`src/rtl/shift_clamp_pipe.sv`:
```
// shift_clamp_pipe: per-lane unsigned clamp of shift amounts to LIMIT, carried
// through a two-stage elastic pipe, plus a saturating count of clamped lanes.

// One lane: S1 holds the raw amount and its >= LIMIT flag, S2 holds the result.
module scp_lane #(
  parameter int W     = 8,
  parameter int LIMIT = 24
) (
  input  logic         clk,
  input  logic         rst_n,
  input  logic         s1_ld_i,
  input  logic         s2_ld_i,
  input  logic         s1_byp_i,
  input  logic [W-1:0] shift_i,
  output logic [W-1:0] shift_o,
  output logic         ge_o
);
  logic [W-1:0] s1_shift_q, s2_shift_q, res_d;
  logic         s1_ge_q, s2_ge_q;

  // Clamp only when the beat is not bypassed and the raw amount reached LIMIT.
  always_comb begin
    res_d = s1_shift_q;
    if (!s1_byp_i && s1_ge_q) res_d = W'(LIMIT);
  end

  // Stage registers; reset clears data so outputs read zero while in reset.
  always_ff @(posedge clk or negedge rst_n) begin
    if (!rst_n) begin
      s1_shift_q <= '0;
      s1_ge_q    <= 1'b0;
      s2_shift_q <= '0;
      s2_ge_q    <= 1'b0;
    end else begin
      if (s1_ld_i) begin
        s1_shift_q <= shift_i;
        s1_ge_q    <= (shift_i >= W'(LIMIT));
      end
      if (s2_ld_i) begin
        s2_shift_q <= res_d;
        s2_ge_q    <= s1_ge_q;
      end
    end
  end

  assign shift_o = s2_shift_q;
  assign ge_o    = s2_ge_q;
endmodule

module shift_clamp_pipe #(
  parameter int W     = 8,
  parameter int LIMIT = 24,
  parameter int LANES = 4,
  parameter int CNT_W = 16
) (
  input  logic                 clk,
  input  logic                 rst_n,
  input  logic                 in_valid,
  output logic                 in_ready,
  input  logic [LANES*W-1:0]   in_shift,
  input  logic                 in_bypass,
  output logic                 out_valid,
  input  logic                 out_ready,
  output logic [LANES*W-1:0]   out_shift,
  output logic [LANES-1:0]     out_ge,
  input  logic                 clr_cnt,
  output logic [CNT_W-1:0]     clamp_cnt
);
  // LIMIT must be representable in a lane; W >= 32 always fits an int LIMIT.
  generate
    if (LANES < 1 || CNT_W < 1 || W < 1 || LIMIT < 0 ||
        (W < 31 && LIMIT >= (1 << W))) begin : g_bad_params
      $error("shift_clamp_pipe: illegal parameter combination");
    end
  endgenerate

  localparam int PC_W  = $clog2(LANES + 1);
  localparam int SUM_W = ((CNT_W > PC_W) ? CNT_W : PC_W) + 1;

  logic s1_v_q, s1_v_d, s2_v_q, s2_v_d;
  logic s1_byp_q, s2_byp_q;
  logic s1_ld, s2_ld, out_fire;

  // Handshake: S2 drains on out_ready, S1 advances into an empty/draining S2.
  assign out_fire = s2_v_q && out_ready;
  assign s2_ld    = s1_v_q && (!s2_v_q || out_ready);
  assign in_ready = !(s1_v_q && s2_v_q && !out_ready);
  assign s1_ld    = in_valid && in_ready;

  // Valid-bit next state: a load wins over the stage emptying in the same cycle.
  always_comb begin
    s1_v_d = s1_v_q;
    s2_v_d = s2_v_q;
    if (s1_ld)         s1_v_d = 1'b1;
    else if (s2_ld)    s1_v_d = 1'b0;
    if (s2_ld)         s2_v_d = 1'b1;
    else if (out_fire) s2_v_d = 1'b0;
  end

  // Valid bits and the per-beat bypass flag travelling alongside the data.
  always_ff @(posedge clk or negedge rst_n) begin
    if (!rst_n) begin
      s1_v_q   <= 1'b0;
      s2_v_q   <= 1'b0;
      s1_byp_q <= 1'b0;
      s2_byp_q <= 1'b0;
    end else begin
      s1_v_q <= s1_v_d;
      s2_v_q <= s2_v_d;
      if (s1_ld) s1_byp_q <= in_bypass;
      if (s2_ld) s2_byp_q <= s1_byp_q;
    end
  end

  assign out_valid = s2_v_q;

  for (genvar i = 0; i < LANES; i++) begin : g_lane
    scp_lane #(.W(W), .LIMIT(LIMIT)) u_lane (
      .clk      (clk),
      .rst_n    (rst_n),
      .s1_ld_i  (s1_ld),
      .s2_ld_i  (s2_ld),
      .s1_byp_i (s1_byp_q),
      .shift_i  (in_shift[i*W +: W]),
      .shift_o  (out_shift[i*W +: W]),
      .ge_o     (out_ge[i])
    );
  end

  logic [PC_W-1:0]  n_ge;
  logic [SUM_W-1:0] sum;
  logic [CNT_W-1:0] cnt_q, cnt_d;

  // Number of lanes flagged in the beat currently held in S2.
  always_comb begin
    n_ge = '0;
    for (int i = 0; i < LANES; i++) n_ge = n_ge + PC_W'(out_ge[i]);
  end

  // Saturating add of clamped lanes on transfer; clear takes priority.
  always_comb begin
    sum   = SUM_W'(cnt_q) + SUM_W'(n_ge);
    cnt_d = cnt_q;
    if (clr_cnt)
      cnt_d = '0;
    else if (out_fire && !s2_byp_q)
      cnt_d = (sum > SUM_W'({CNT_W{1'b1}})) ? {CNT_W{1'b1}} : sum[CNT_W-1:0];
  end

  // Clamp-event counter register.
  always_ff @(posedge clk or negedge rst_n) begin
    if (!rst_n) cnt_q <= '0;
    else        cnt_q <= cnt_d;
  end

  assign clamp_cnt = cnt_q;
endmodule

```
`config.mk`:
```
export PLATFORM = sky130hd
export DESIGN_NAME = shift_clamp_pipe
export DESIGN_NICKNAME = d
export VERILOG_FILES = /design/src/rtl/shift_clamp_pipe.sv
export SDC_FILE = /design/constraint.sdc
export NUM_CORES = 1
export LEC_CHECK = 0
export ABC_AREA = 0
export BUFFER_PORTS_ARGS = -buffer_cell sky130_fd_sc_hd__buf_2
export CORE_MARGIN = 1.5
export CORE_UTILIZATION = 54
export DETAILED_ROUTE_END_ITERATION = 12
export GPL_TIMING_DRIVEN = 0
export PLACE_DENSITY = 0.82
export SYNTH_ARGS = -nofsm -noshare
export SYNTH_HDL_FRONTEND = slang
export SYNTH_SLANG_ARGS = --single-unit
```
`constraint.sdc`:
```
create_clock -name clk -period 3 [get_ports clk]
set_input_delay 0.6 -clock clk [delete_from_list [all_inputs] [get_ports clk]]
set_output_delay 0.6 -clock clk [all_outputs]
set_load 0.05 [all_outputs]
```
==> reports/summary.txt <==
Synth Instances - 363
critical path peak fanout - 5
CTS Sinks - 92
Area Growth Syn to Fin - 22.05%
Clock transition at path regs - 90 ps
Hold Path Class - in2async
Residual DRC - 0
Yosys top cell area share - 57.46%
diode count - 0
antenna violations before repair - 0
setup TNS - 0 ps
flop-to-flop setup slack - 190 ps
vias per cell - 5.507
Hold WS - 250.2 ps
Clock Root Buffer - clkbuf_8
LEAKAGE - 2.444 nW
cell chain of the critical path - fa_1 > inv_1 > fa_1 > inv_1 > fa_2 > nand4_4 > or4_1 > a311oi_1
RSZ-0062 raised after global routing - false
Slew @ Worst Pin - 645.2 ps
met1 GRT Util - 29.98%
Post-DRT Antenna Nets - 0
FFs w/ async S/R, synth - 100.0%
first-pass GRT wire length - 14190 um
clk_skew - 11.46 ps
Post-DP Area - 4608 um^2
Core Area - 7214 um^2
vias in the first global route - 3026
Die Wd - 89.14 um
H-tree levels - 3
met3 Track Usage GR - 6.464%
drt total wl - 8831 um
Max-slew headroom - 55.88%
dpl ws - 17.19 ps
Max Cap Viol - 0
Final Cycle Share - 93.76%
grt total ovfl - 0
initial DRC count - 137
GR met2 Demand/Resource - 39.30%
# IOs - 92
Clock Latency Late Sink - 360 ps
CP endpoint kind - flip-flop
Global Route Usage Sum - 23.71%
max frequency - 355.5 MHz
Yosys reg bits - 92
Cell Area, Synth - 4006 um^2
Worst R2R Start - clamp_cnt[0]
DR vias - 3150
Main synth FF type - dfrtp_1
CTS tree - built
starting density of the core - 55.53%
Post-synth EDFFs - 0
Crit Path Class - reg2reg
placer congestion estimate - 0.8999
Max stage delay on crit path - 540 ps
Critical Path Slowest Stage Cell - fa_1
distinct cell type count after synthesis - 41
Post-synth top cells - 92 x dfrtp_1, 67 x nand2_1, 33 x mux2_2
worst r2r dst - clamp_cnt[10]
Mapped Avg Cell Area - 11.04 um^2
VDD IR max - 411.4 uV
gr busiest metal - met2
detailed placement HPWL - 6352 um
largest net degree at the start of global routing - 50
post-synthesis sequential area ratio - 57.46%
Slew Limit Fails - 0
worst-case reg-to-reg path depth - 8
Setup Viol. Count Final - 0
Routed WL per cell - 15.44 um
min cycle time layout - 2813 ps
post-route setup slack - 187.1 ps
power per cell area - 736.0 nW/um^2
DR pass1 iterations - 4
Final Cell Area - 4890 um^2
DIE AREA - 7945 um^2
top cells by area, synth - dfrtp_1 57%, mux2_2 9.3%, nand2_1 6.3%, nand3_1 3.5%, a31oi_1 2.0%
status - finished clean
share of cells above drive strength 1 - 34.46%
die height - 89.14 um
TritonCTS Buffers - 9
Syn Nets - 405
CP startpoint kind - flip-flop
YS warnings - 0
most frequent cell after synthesis - dfrtp_1
Max Root-Sink Buffers - 2
Port Buffers - 91
post-synth top area cell - dfrtp_1
Arr. time, crit path - 3080 ps
Row Count - 31
Final #Nets - 510
Hold Violations, Final - 0
Req. time, crit path - 3270 ps
[state kept, by name (all words and copies together), names as in the netlist, 4 cells and up]
register                  flops
g_lane.u_lane.s1_ge_q         4
g_lane.u_lane.shift_o        32
g_lane.u_lane.s1_shift_q     32
g_lane.u_lane.ge_o            4
clamp_cnt                    16
[per-stage QoR]
stage	power (mW)	std cells	util (%)
2_1_floorplan	2.298	363	-
5_1_grt	3.763	572	67.78
6_report	3.599	572	67.78
3_3_place_gp	2.544	553	63.56
3_5_place_dp	2.591	554	63.87
4_1_cts	3.621	570	67.40
[report_power, final]
group | internal [mW] | switching [mW]
logic | 0.287 | 0.729
clock network | 0.585 | 0.452
registers | 1.43 | 0.114
total | 2.30 | 1.30
[layout by cell type, fill, tap and decap left out, types with 2 or more instances in the layout]
master     instances
mux2_2            33
a311oi_1           4
and3_1             3
o21ai_0           12
nand2b_1           7
inv_6              3
a41oi_1            3
a2111oi_0          4
a21oi_1            6
fa_1               2
nor2b_1            3
nand4_1            2
nand3_1           27
clkbuf_1          12
a31oi_1           13
and2_1             3
nand2_1           67
nand3b_1           2
dfrtp_1           92
bufinv_16          3
buf_4              8
nor2_1            13
inv_1             13
nor3_1             5
buf_2             96
clkbuf_8          10
and4_1             4
a211oi_1           3
[critical path: cells and delay by family (launching register included)]
| family | cells | cell delay [ps] |
|---|---|---|
| AOI/OAI and AO/OA | 1 | 260 |
| adders and majority gates | 3 | 1210 |
| buffers and inverters | 2 | 140 |
| DFF | 1 | 430 |
| and+or+nand+nor | 2 | 690 |
[worst max path at each step]
| stage | from | slack, ps | depth (start not counted) | to |
|---|---|---|---|---|
| after floorplan | clamp_cnt[0] | 100 | 9 | clamp_cnt[5] |
| after global placement | clamp_cnt[0] | 110 | 9 | clamp_cnt[12] |
| after detailed placement | clamp_cnt[0] | 20 | 9 | clamp_cnt[12] |
| after CTS | clamp_cnt[0] | 20 | 9 | clamp_cnt[12] |
| after global routing | clamp_cnt[0] | 40 | 9 | clamp_cnt[13] |
| final | clamp_cnt[0] | 190 | 8 | clamp_cnt[10] |
[area by class of cell]
| class | instances | area [um^2] |
|---|---|---|
| clock buffers | 10 | 137.6 |
| flip-flops and latches | 92 | 2302 |
| multi-input cells | 234 | 1551 |
| well taps | 99 | 123.9 |
| clock inverters | 6 | 116.4 |
| inverters | 13 | 48.80 |
| fillers | 557 | 2325 |
| repair buffers | 94 | 493.0 |
| plain buffers | 24 | 116.4 |
[timing repair]
| action | 4_1_cts | 5_1_grt |
|---|---|---|
| endpoints found under the setup margin | 0 | 11 |
| setup buffers | 0 | 2 |
| hold buffers | 0 | 0 |
| resized for setup | 0 | 3 |
[cell families (layout without fill, tap and decap cells)]
| logic type | after synthesis | in the layout | share of synthesized area [%] |
|---|---|---|---|
| muxes | 34 | 34 | 9.525 |
| adders and majority gates | 4 | 4 | 1.811 |
| buffers and inverters | 37 | 147 | 4.122 |
| DFF | 92 | 92 | 57.46 |
| AOI/OAI and AO/OA | 49 | 49 | 8.276 |
| and+or+nand+nor | 147 | 147 | 18.80 |
[per-layer routing]
metal / up-vias / routed length [um]
li1: 1469 / -
met1: 1551 / 3615
met2: 114 / 4537
met3: 16 / 534
met4: 0 / 143
met5: - / 0
(Power assumes the default switching activity.)
